--- src/rtl/conv_enc_213_framer.sv ---
// Frame-based (2,1,3) convolutional encoder: FRAME_LEN info bits plus 3 zero
// tail bits per frame, one registered 2-bit symbol per bit under valid/ready.
module conv_enc_213_framer #(
    parameter int         FRAME_LEN = 64,
    parameter int         LEN_W     = 8,
    parameter logic [3:0] G0        = 4'b1101,
    parameter logic [3:0] G1        = 4'b1111
) (
    input  logic       clock,
    input  logic       reset,
    input  logic       start,
    output logic       busy,
    input  logic       din,
    input  logic       din_valid,
    output logic       din_ready,
    output logic [1:0] Rx_out,
    output logic       Rx_valid,
    input  logic       Rx_ready,
    output logic       frame_done
);

    typedef enum logic [1:0] {IDLE, DATA, TAIL, FLUSH} state_t;

    state_t           r_state;
    logic [2:0]       r_sr;        // {s0,s1,s2}, s0 is the most recent bit
    logic [LEN_W-1:0] r_bit_cnt;
    logic [1:0]       r_tail_cnt;
    logic [1:0]       r_rx;
    logic             r_valid;
    logic             r_done;

    logic             w_free;
    logic             w_u;
    logic [3:0]       w_v;
    logic [1:0]       w_sym;
    logic             w_last_bit;

    assign w_free     = !r_valid || Rx_ready;
    // Tail bits are forced to zero so the trellis ends in state 0.
    assign w_u        = (r_state == DATA) ? din : 1'b0;
    assign w_v        = {w_u, r_sr};
    assign w_sym      = {^(G0 & w_v), ^(G1 & w_v)};
    assign w_last_bit = (r_bit_cnt == LEN_W'(FRAME_LEN - 1));

    assign busy       = (r_state != IDLE);
    assign din_ready  = (r_state == DATA) && w_free;
    assign Rx_out     = r_rx;
    assign Rx_valid   = r_valid;
    assign frame_done = r_done;

    always_ff @(posedge clock or negedge reset) begin
        if (!reset) begin
            r_state    <= IDLE;
            r_sr       <= '0;
            r_bit_cnt  <= '0;
            r_tail_cnt <= '0;
            r_rx       <= '0;
            r_valid    <= 1'b0;
            r_done     <= 1'b0;
        end else begin
            r_done <= 1'b0;
            // Drain first; a load below in the same cycle overrides it.
            if (r_valid && Rx_ready)
                r_valid <= 1'b0;
            case (r_state)
                IDLE: begin
                    if (start) begin
                        r_sr       <= '0;
                        r_bit_cnt  <= '0;
                        r_tail_cnt <= '0;
                        r_state    <= DATA;
                    end
                end
                DATA: begin
                    if (din_valid && w_free) begin
                        r_rx      <= w_sym;
                        r_valid   <= 1'b1;
                        r_sr      <= {w_u, r_sr[2:1]};
                        r_bit_cnt <= r_bit_cnt + 1'b1;
                        if (w_last_bit)
                            r_state <= TAIL;
                    end
                end
                TAIL: begin
                    if (w_free) begin
                        r_rx       <= w_sym;
                        r_valid    <= 1'b1;
                        r_sr       <= {w_u, r_sr[2:1]};
                        r_tail_cnt <= r_tail_cnt + 1'b1;
                        if (r_tail_cnt == 2'd2)
                            r_state <= FLUSH;
                    end
                end
                FLUSH: begin
                    if (r_valid && Rx_ready) begin
                        r_done  <= 1'b1;
                        r_state <= IDLE;
                    end
                end
                default: r_state <= IDLE;
            endcase
        end
    end

endmodule

--- config.mk ---
export PLATFORM = sky130hd
export DESIGN_NAME = conv_enc_213_framer
export DESIGN_NICKNAME = d
export VERILOG_FILES = /design/src/rtl/conv_enc_213_framer.sv
export SDC_FILE = /design/constraint.sdc
export NUM_CORES = 1
export LEC_CHECK = 0
export CORE_MARGIN = 10
export CORE_UTILIZATION = 55
export CTS_BUF_LIST = sky130_fd_sc_hd__clkbuf_2
export CTS_CLUSTER_SIZE = 25
export DETAILED_ROUTE_END_ITERATION = 12
export PLACE_DENSITY = 0.78
export SYNTH_ARGS = -nofsm -noshare
export SYNTH_HDL_FRONTEND = slang
export SYNTH_SLANG_ARGS = --single-unit
export TNS_END_PERCENT = 100
--- constraint.sdc ---
create_clock -name clock -period 2.89 [get_ports clock]
set_input_delay 0.867 -clock clock [delete_from_list [all_inputs] [get_ports clock]]
set_output_delay 0.867 -clock clock [all_outputs]
set_load 0.02 [all_outputs]
==> results.txt <==
Among all cell types in the netlist, the one instantiated most often is sky130_fd_sc_hd__dfrtp_1. The via count of the routed design is 842. Of the synthesized area, sequential elements account for 0.433. The maximum fanout encountered on the critical timing path is 2. In the finished design, the share of the clock period the worst path needs comes to 0.964. Along the worst hold path, the cell count comes to 1. The total inserted antenna cells came out at 0.

The placed wire-length estimate after detailed placement is 1720 µm. After synthesis, the share of flip-flops with an asynchronous set or reset is 1.00. The flip-flop and latch count after synthesis is 19. The standard-cell row count came out at 16.

The setup skew after layout is 0.00792 ns. The number of antenna violations at the first check in global routing is 0. The via density per instance is 5.40. The worst-case IR drop observed on VDD is 0.349 mV.

The design draws 0.637 mW. The insertion delay to the later sink of the worst-skew pair is 0.30 ns. The finished layout cell area came out at 0.00129 mm². The number of cells on the critical path is 4. The count of H-tree levels built during CTS is 1. The final wirelength came out at 2180 µm. The worst hold path belongs to the class reg -> reg. The power density relative to cell area is 496 mW/mm². The net count of the mapped netlist is 124. The count of hold-fix buffers inserted at cts is 0.

The total leakage power is 0.589 nW. Setup repair after global routing left no endpoint under its margin. The minimum period implied by the final worst setup slack is 2.79 ns.

The total die area came out at 0.00418 mm². The standard cell with the maximum stage delay on the critical path is sky130_fd_sc_hd__clkdlybuf4s50_1. STA classifies the critical path endpoint as an output port. At the pin with the least slew margin, the transition time is 0.423 ns. The number of hold-slack violations in the final timing report was 0. The post-place setup slack came out at -0.177 ns. The pin count of the biggest net entering global routing is 20.

TritonCTS built the clock tree. Counting the fill cells in the layout gives 163. The mapped cell area is 0.00110 mm². Traced cell by cell, the critical path runs through clkdlybuf4s50_1, nand2b_1, and2_1, dlygate4sd2_1. The number of synthesized flops with an enable pin came out at 0. The die is 64.7 µm tall. The cell type group with the largest total delay on the critical path is buffers and inverters.

The via count of the first global-routing pass came out at 865. Of the post-synthesis cell area, the dominant cell type holds 0.433. After synthesis, the netlist uses 32 different library cells.

In this run the tool buffered the top-level ports with 11 buffer cells. The post-synthesis cell type with the largest combined area is sky130_fd_sc_hd__dfrtp_1. Setup violations remaining at the end of the flow were counted as 0. The data arrival time at the worst-slack endpoint is 1.92 ns. The number of top-level pins came out at 12. The critical path is of the in -> out type.

Headroom to the max-slew limit came out at 0.717. The core outline area is 0.00192 mm². The required time of the critical path came out at 2.02 ns. The growth of design area from synthesis to finish came out at 17.2%. The fmax came out at 0.359 GHz.

The run finished with clean final reports. The total routing resource utilization after global routing is 0.111. The per-cell routed wire length is 14.0 µm. By count the netlist is led by sky130_fd_sc_hd__dfrtp_1, sky130_fd_sc_hd__o21ai_0, sky130_fd_sc_hd__nand2_1, sky130_fd_sc_hd__inv_1, sky130_fd_sc_hd__ha_1. The DRC marker count from the first detailed-route iteration is 35.

The total clock sinks is 19. The number of warning messages in the yosys log came out at 0. The startpoint type of the worst setup path is a primary input. For this configuration, the core starts out at a cell density of 0.571. The number of iterations in the first detailed-routing pass is 4.

After clock tree synthesis, the clock-pin slew on the worst setup and hold paths is 0.17 ns. A synthesized cell averages 9.89 µm². Max-cap violations in this run came to 0. The die is 64.7 µm wide.

The total buffers and inverters traversed by the critical path came out at 2. In the post-synthesis netlist, the biggest area contributors are sky130_fd_sc_hd__dfrtp_1, sky130_fd_sc_hd__ha_1, sky130_fd_sc_hd__o21ai_0. In this run, CTS created clock tree buffers numbering 3. The total count of max-transition violations in the final report came out at 0. The root buffer selected by CTS is sky130_fd_sc_hd__clkbuf_2. The number of buffers on the longest clock path is 2.

The biggest cell delay along the critical path is 0.47 ns. Counting every instance in the synthesized netlist gives 111. The share of layout cells above drive strength 1 came out at 0.147. The wire length of the first global-routing pass came out at 3850 µm. Once detail routing completed, the nets flagged for antenna violations numbered 0. The most instantiated flip-flop cell in the synthesis netlist is sky130_fd_sc_hd__dfrtp_1.

The area after detailed placement came out at 0.00127 mm². The post-route worst setup slack came out at 0.104 ns. Global routing finished with a remaining overflow of 0. The final weighted congestion in routability-driven placement came out at 0.813. In the routed design, unresolved DRC markers number 0. The final layout contains 143 nets.

The depth of the most critical reg-to-reg path came out at 7.
report_power, final:
part	leakage (nW)	internal, mW	switching, mW
sequential	0.237	0.314	0.0405
combinational	0.336	0.0852	0.0854
clock	0.0164	0.0314	0.0808
total	0.589	0.431	0.207
stage by stage:
step           cells   util  TNS [ns]  hold WS [ns]
6_report         156  0.669         0         0.514
2_1_floorplan    111      -         0         0.452
3_5_place_dp     152  0.660    -0.177         0.483
5_1_grt          156  0.669         0         0.550
3_3_place_gp     152  0.660    -0.161         0.467
4_1_cts          156  0.669         0         0.525
cells in the final DEF (no fill, tap or decap), drive strengths merged, types with 2 or more instances in the layout:
cell,synthesis,layout
xnor2,3,3
o31ai,5,5
clkbuf,1,3
buf,0,4
nand3,7,7
mux2,2,2
mux2i,2,2
inv,10,10
clkdlybuf4s50,0,10
nand2,14,14
and2,5,5
nand2b,3,3
nor2,2,2
dfrtp,19,19
or2,2,2
nor2b,2,2
ha,7,7
nand4,2,2
o21ai,17,17
sequential cells by signal, summed over array words and instances (netlist names):
name and count:
r_tail_cnt 2, r_bit_cnt 8, r_sr 3, Rx_out 2
Rx_valid 1, frame_done 1, r_state 2
per-layer routing:
layer  GRT usage  part of all wire  up-vias
li1            -                 -      422
met2       0.196              0.53       10
met5           0                 0        -
met4      0.0401             0.013        0
met3      0.0326             0.029        4
met1       0.124              0.42      406
area by class of cell:
type,instances,area (µm²),share of cell area
tap,27,33.8,0.0263
clock buffer,3,15.0,0.0117
timing repair buffer,15,139,0.108
clock inverter,1,5.00,0.00389
multi-input combinational,81,581,0.451
inverter,10,37.5,0.0292
sequential,19,475,0.370
kinds of logic (layout without fill, tap and decap cells):
| group | after synthesis | count (layout) | share of synthesized area |
|---|---|---|---|
| AND/OR/NAND/NOR | 41 | 41 | 0.214 |
| AO/OA/AOI/OAI | 26 | 26 | 0.169 |
| flip-flops | 19 | 19 | 0.433 |
| buffers and inverters | 11 | 29 | 0.0376 |
| adder cells (fa/ha/maj) | 7 | 7 | 0.0798 |
| multiplexers | 4 | 4 | 0.0422 |
| XOR/XNOR | 3 | 3 | 0.0239 |
final timing paths:
path	startpoint	end	slack, ns
setup / recovery	Rx_ready	din_ready	0.10
hold / removal	r_tail_cnt[0]	r_tail_cnt[0]	0.51
setup reg to reg	r_state[1]	r_bit_cnt[7]	0.92
hold reg to reg	r_tail_cnt[0]	r_tail_cnt[0]	0.51
max in group asynchronous	reset	r_tail_cnt[0]	1.82
min in group asynchronous	reset	r_bit_cnt[5]	0.87
timing repair:
item,CTS,global route
resized for setup,1,0
buffers inserted,0,0
hold endpoints to repair,0,0
setup endpoints to repair,1,0
Power figures use the tool's default switching activity.
